## config.mk

```make
export PLATFORM = sky130hd
export DESIGN_NAME = param_multicycle_cpu
export DESIGN_NICKNAME = d
export VERILOG_FILES = /design/src/rtl/param_multicycle_cpu.sv
export SDC_FILE = /design/constraint.sdc
export NUM_CORES = 1
export LEC_CHECK = 0
export ABC_AREA = 1
export BUFFER_PORTS_ARGS = -buffer_cell sky130_fd_sc_hd__buf_2
export CORE_MARGIN = 8
export CORE_UTILIZATION = 45
export CTS_CLUSTER_DIAMETER = 40
export DETAILED_ROUTE_END_ITERATION = 10
export PLACE_DENSITY_LB_ADDON = 0.12
export SLEW_MARGIN = 10
export SYNTH_ARGS = -nofsm -noshare
export SYNTH_HDL_FRONTEND = slang
export SYNTH_SLANG_ARGS = --single-unit
export TNS_END_PERCENT = 20
```

## constraint.sdc

```tcl
create_clock -name clk -period 2.78 [get_ports clk]
set_input_delay 0.556 -clock clk [delete_from_list [all_inputs] [get_ports clk]]
set_output_delay 0.556 -clock clk [all_outputs]
set_load 0.005 [all_outputs]
```

## src/rtl/param_multicycle_cpu.sv

```systemverilog
// -----------------------------------------------------------------------------
// param_multicycle_cpu
//
// Parametrised multi-cycle processor with a host-writable program memory.
// Each instruction takes two cycles: FETCH loads the instruction register from
// program memory, and EXEC commits the operation. A host loads a program while
// the core is HALTED, pulses start, and reads back results through the debug
// register port. HALT returns the core to HALTED with pc left on the HALT.
//
// Parameters
//   DATA_W   datapath / register width (>= 4)
//   REG_AW   register address bits, 2**REG_AW registers
//   IMEM_AW  program memory address bits, 2**IMEM_AW words (<= 3*REG_AW)
//   IW       derived instruction width, 4 + 3*REG_AW
//
// Instruction word: {op[3:0], rd, rs1, rs2}
//   imm = low 2*REG_AW bits (zero-extended), tgt = low IMEM_AW bits
//
// Ports
//   clk           system clock, rising edge
//   rst_n         synchronous active-low reset
//   start         run request, sampled only while halted
//   prog_we       program write strobe, honoured only while halted
//   prog_addr     program write address
//   prog_data     program write word
//   dbg_raddr     debug register read address
//   dbg_rdata     combinational read of register dbg_raddr
//   pc            current program counter
//   busy          high in FETCH/EXEC
//   halted        high in HALTED
//   result        last value written to a register
//   result_valid  one-cycle pulse after a register write commits
//   zero          Z flag
//   carry         C flag (carry for ADD, borrow for SUB)
// -----------------------------------------------------------------------------
module param_multicycle_cpu #(
  parameter  int DATA_W  = 8,
  parameter  int REG_AW  = 2,
  parameter  int IMEM_AW = 4,
  localparam int IW      = 4 + 3 * REG_AW
) (
  input  logic               clk,
  input  logic               rst_n,
  input  logic               start,
  input  logic               prog_we,
  input  logic [IMEM_AW-1:0] prog_addr,
  input  logic [IW-1:0]      prog_data,
  input  logic [REG_AW-1:0]  dbg_raddr,
  output logic [DATA_W-1:0]  dbg_rdata,
  output logic [IMEM_AW-1:0] pc,
  output logic               busy,
  output logic               halted,
  output logic [DATA_W-1:0]  result,
  output logic               result_valid,
  output logic               zero,
  output logic               carry
);

  localparam int NREGS  = 2 ** REG_AW;
  localparam int NWORDS = 2 ** IMEM_AW;

  typedef enum logic [1:0] {
    S_HALTED = 2'd0,
    S_FETCH  = 2'd1,
    S_EXEC   = 2'd2
  } state_e;

  typedef enum logic [3:0] {
    OP_NOP  = 4'd0,
    OP_ADD  = 4'd1,
    OP_SUB  = 4'd2,
    OP_AND  = 4'd3,
    OP_OR   = 4'd4,
    OP_XOR  = 4'd5,
    OP_LDI  = 4'd6,
    OP_JMP  = 4'd7,
    OP_BZ   = 4'd8,
    OP_HALT = 4'd9
  } opcode_e;

  state_e             state_q;
  logic [IMEM_AW-1:0] pc_q;
  logic [IW-1:0]      ir_q;
  logic [DATA_W-1:0]  regs_q [NREGS];
  logic [IW-1:0]      imem_q [NWORDS];
  logic [DATA_W-1:0]  result_q;
  logic               result_valid_q;
  logic               zero_q;
  logic               carry_q;

  // Instruction fields
  logic [3:0]        op;
  logic [REG_AW-1:0] rd;
  logic [REG_AW-1:0] rs1;
  logic [REG_AW-1:0] rs2;
  logic [DATA_W-1:0] imm;
  logic [DATA_W-1:0] opa;
  logic [DATA_W-1:0] opb;

  assign op  = ir_q[IW-1 -: 4];
  assign rd  = ir_q[3*REG_AW-1 -: REG_AW];
  assign rs1 = ir_q[2*REG_AW-1 -: REG_AW];
  assign rs2 = ir_q[REG_AW-1:0];
  assign imm = DATA_W'(ir_q[2*REG_AW-1:0]);
  // Operands are read from the pre-commit register file, so rd may alias rs1/rs2.
  assign opa = regs_q[rs1];
  assign opb = regs_q[rs2];

  // Execute-stage decode: what EXEC would commit for the current IR
  logic [DATA_W:0]    sum_ext;
  logic [DATA_W-1:0]  alu_d;
  logic               carry_d;
  logic               wr_en;
  logic               flags_we;
  logic               halt_op;
  logic [IMEM_AW-1:0] pc_d;

  // NOTE: every signal gets a default before the case so no path leaves it
  // unassigned; otherwise synthesis would infer a latch.
  always_comb begin
    sum_ext  = '0;
    alu_d    = '0;
    carry_d  = 1'b0;
    wr_en    = 1'b0;
    flags_we = 1'b0;
    halt_op  = 1'b0;
    pc_d     = pc_q + IMEM_AW'(1);
    case (op)
      OP_ADD: begin
        sum_ext  = {1'b0, opa} + {1'b0, opb};
        alu_d    = sum_ext[DATA_W-1:0];
        carry_d  = sum_ext[DATA_W];
        wr_en    = 1'b1;
        flags_we = 1'b1;
      end
      OP_SUB: begin
        // The extra top bit of the widened difference is the unsigned borrow.
        sum_ext  = {1'b0, opa} - {1'b0, opb};
        alu_d    = sum_ext[DATA_W-1:0];
        carry_d  = sum_ext[DATA_W];
        wr_en    = 1'b1;
        flags_we = 1'b1;
      end
      OP_AND: begin
        alu_d    = opa & opb;
        wr_en    = 1'b1;
        flags_we = 1'b1;
      end
      OP_OR: begin
        alu_d    = opa | opb;
        wr_en    = 1'b1;
        flags_we = 1'b1;
      end
      OP_XOR: begin
        alu_d    = opa ^ opb;
        wr_en    = 1'b1;
        flags_we = 1'b1;
      end
      OP_LDI: begin
        alu_d = imm;
        wr_en = 1'b1;
      end
      OP_JMP: pc_d = ir_q[IMEM_AW-1:0];
      OP_BZ: begin
        if (zero_q) pc_d = ir_q[IMEM_AW-1:0];
      end
      OP_HALT: begin
        halt_op = 1'b1;
        pc_d    = pc_q;
      end
      default: ;
    endcase
  end

  // NOTE: program memory is deliberately left out of reset so a loaded
  // program survives a core reset; it has no reset branch at all.
  always_ff @(posedge clk) begin
    if (state_q == S_HALTED && prog_we) begin
      imem_q[prog_addr] <= prog_data;
    end
  end

  // NOTE: all state is updated with non-blocking assignments so every
  // register samples pre-edge values, matching the hardware it describes.
  always_ff @(posedge clk) begin
    if (!rst_n) begin
      state_q        <= S_HALTED;
      pc_q           <= '0;
      ir_q           <= '0;
      result_q       <= '0;
      result_valid_q <= 1'b0;
      zero_q         <= 1'b0;
      carry_q        <= 1'b0;
      for (int i = 0; i < NREGS; i++) begin
        regs_q[i] <= '0;
      end
    end else begin
      result_valid_q <= 1'b0;
      case (state_q)
        S_HALTED: begin
          if (start) begin
            state_q <= S_FETCH;
            pc_q    <= '0;
          end
        end
        S_FETCH: begin
          ir_q    <= imem_q[pc_q];
          state_q <= S_EXEC;
        end
        S_EXEC: begin
          if (wr_en) begin
            regs_q[rd]     <= alu_d;
            result_q       <= alu_d;
            result_valid_q <= 1'b1;
          end
          if (flags_we) begin
            zero_q  <= (alu_d == '0);
            carry_q <= carry_d;
          end
          pc_q    <= pc_d;
          state_q <= halt_op ? S_HALTED : S_FETCH;
        end
        default: state_q <= S_HALTED;
      endcase
    end
  end

  assign dbg_rdata    = regs_q[dbg_raddr];
  assign pc           = pc_q;
  assign halted       = (state_q == S_HALTED);
  assign busy         = !halted;
  assign result       = result_q;
  assign result_valid = result_valid_q;
  assign zero         = zero_q;
  assign carry        = carry_q;

endmodule
```

==> impl_metrics.toml <==
[sta]
slew_violations = 0
worstMarginPinSlew_ns = 0.738
fmaxAchievable_mhz = 383
slew_headroom_pct = 50.7
setup_tns_ns = 0
setup_viol = 0
hold_viol = 0
fin_crit_ns = 2.61
skew_ns = 0.0227
finalCritPeriodShare_pct = 94.0
rsz0062_at_grt = "no"

[detailed_routing]
num_vias = 8115
firstDrtPassIters = 5
drc = 0
via_per_inst = 5.28
drt_iter0_markers = 555
routed_wl_um = 26900
wl_per_cell_um = 17.5
final_antenna_net_count = 0

[pwr]
pwr-share-clk_pct = 47.7
vdd_drop_max_mv = 0.523
switching_power_w = 0.00230
p_leak_nw = 5.30
p_int_w = 0.00690
total_power_w = 0.00920
pwr-share-seq_pct = 40.0
combinationalPowerShare_pct = 12.3
switching_share_pct = 25.0
powerDensity_nw_per_um2 = 711

[logic_synthesis]
avgSynthCellArea_um2 = 9.71
yosysMostFrequentCell = "edfxtp_1"
syn-cell-area_um2 = 10600
ys_seq_area_share_pct = 59.8
netlist_top_cells_count = "edfxtp_1, nor2_1, nand2_1, inv_1, o21ai_0"
yosysTopAreaCell = "edfxtp_1"
syn_inst = 1087
netlist_top_cells_area = "edfxtp_1, nor2_1, o21ai_0"
yosysWarnings = 0
async_flop_share_pct = 0
synthDistinctLibCells = 37
synth_fp_nets = 1135
synthDominantCellAreaShare_pct = 54.6
synthFlopType = "edfxtp_1"
ys_ff_latch = 219
synth-edff-count = 192

[worst_setup_path]
path_cells = "buf_12, nor2_1, inv_1, a32oi_2, ha_2, inv_1, fa_2, inv_1, nand2_1, nand2_1, nand3b_1, nand2_1, nand2_1, buf_4, a21oi_2, o21ai_1, nand3_1, nand2_1, inv_1"
critical_path_class = "reg -> reg"
cp_common_cell = "nand2_1"
cp_data_required_time_ns = 3.22
crit_slowest_cell = "dfxtp_4"
crit_fanout = 24
critPathMaxStageDelay_ns = 0.36
cp.buffers_inverters = 6
worst_setup_path_end_kind = "register"
start_kind = "register"
arrival_ns = 3.05
cpLargestDelayFamily = "simple AND/OR/NAND/NOR gates"

[grt]
grt_use_total_pct = 18.9
grt_pass1_vias = 8100
grt_pass1_wl_um = 42900
grt_start_max_net_pins = 85
gr-total-overflow = 0
antenna_found_initial = 0

[clock_tree]
cts.sinks = 219
cts_buffers = 34
ctsHoldBuffers = 0
htreeDepth = 2
cts_tree = "built"
root_buffer = "clkbuf_16"
clk_pin_slew_ns = 0.05
clock_latency_ns = 0.51
clockBufferDepth = 3

[final_layout]
area_growth_pct = 22.6
diodes = 0
final_cell_area_um2 = 12900
nets = 1242
layout-drive-gt1-share_pct = 19.0
stdcell_count = 1538

[place]
dp_hpwl_um = 18500
place_congestion = 0.899
place_inst = 1476
placed_area_um2 = 11600
io_buffers = 44

[die]
die_h_um = 169
start_util_pct = 45.4
core_um2 = 23300
io_pins = 45
num_rows = 56
dieArea_um2 = 28600
die_x_um = 169

[run_status]
outcome = "complete, no violations"

[flow_run]
cap_violations = 0

[min_path]
worstHoldPathType = "in -> reg"
-- area by class of cell --
cell class	count	area (um^2)
Timing Repair Buffer	122	860
Fill cell	2105	10300
Clock inverter	24	317
Tap cell	319	399
Inverter	129	488
Sequential cell	219	6310
Multi-Input combinational cell	688	3680
Clock buffer	37	883
-- worst min-delay path, stage by stage --
cell and delay [ns]:
buf_2 0.12, inv_2 0.10, nor2_8 0.07
-- stage by stage --
step                      worst slack (ns)  hold WS, ns  utilization (%)
final                                0.166        0.400             55.6
after global routing               0.00121        0.404             55.6
after CTS                           0.0221        0.378             55.1
after detailed placement           -0.0251        0.462             49.9
after global placement              0.0205        0.460             49.9
after floorplan                    0.00398        0.465                -
-- power groups by stage --
stage	clock, W	combinational, W	sequential, W
after CTS	0.00448	0.00109	0.00368
final	0.00439	0.00114	0.00368
after floorplan	0	0.000653	0.00373
after global placement	0	0.00108	0.00375
after detailed placement	0	0.00108	0.00375
after global routing	0.00461	0.00127	0.00369
-- sequential cells by signal (all words and copies together), names as in the netlist --
signal,cells
state_q,2
pc,4
imem_q,160
zero,1
regs_q,32
ir_q,10
result_valid,1
result,8
carry,1
-- metal layers --
metal  up-vias  wire (um)  GRT usage [%]  share of wire [%]
li1       4002          -              -                  -
met2       240      13400           33.0                 50
met4         0        921           8.08                3.4
met1      3807      11200           22.7                 42
met3        66       1370           3.17                5.1
met5         -          0              0                  0
-- worst paths after layout --
check / start / to / slack [ns] / cells after the start
max: ir_q[0] / carry / 0.17 / 19
min reg2reg: result[2] / result[2] / 0.47 / 2
min: rst_n / result_valid / 0.40 / 3
max reg2reg: ir_q[0] / carry / 0.17 / 19
-- cell usage in the layout (no fill, tap or decap), types with 4 or more instances in the layout --
cell	instances
edfxtp_1	192
nor2_1	172
nand2_1	145
inv_1	117
o21ai_0	115
buf_4	73
nand3_1	65
a21oi_1	44
buf_2	44
clkbuf_16	35
o221ai_1	26
o22ai_1	25
dfxtp_1	24
ha_1	23
inv_2	10
a32oi_2	9
o21ai_1	9
a32oi_1	7
nor2_2	7
nand3b_1	5
bufinv_16	5
clkinv_1	4
o211ai_1	4
inv_6	4
buf_12	4
-- kinds of logic after synthesis --
family | after synthesis | synth area share (%)
XOR/XNOR | 3 | 0.249
AO/OA/AOI/OAI | 247 | 13.8
buffers and inverters | 180 | 6.53
adder cells (fa/ha/maj) | 28 | 3.46
flip-flops | 219 | 59.8
AND/OR/NAND/NOR | 410 | 16.2
-- repair_timing --
| item | CTS | global route |
|---|---|---|
| gates resized for setup | 2 | 32 |
| pin swaps | 0 | 9 |
| setup endpoints to repair | 9 | 27 |
| buffers inserted | 0 | 1 |
Note: power is estimated with default switching activity, not from simulation.
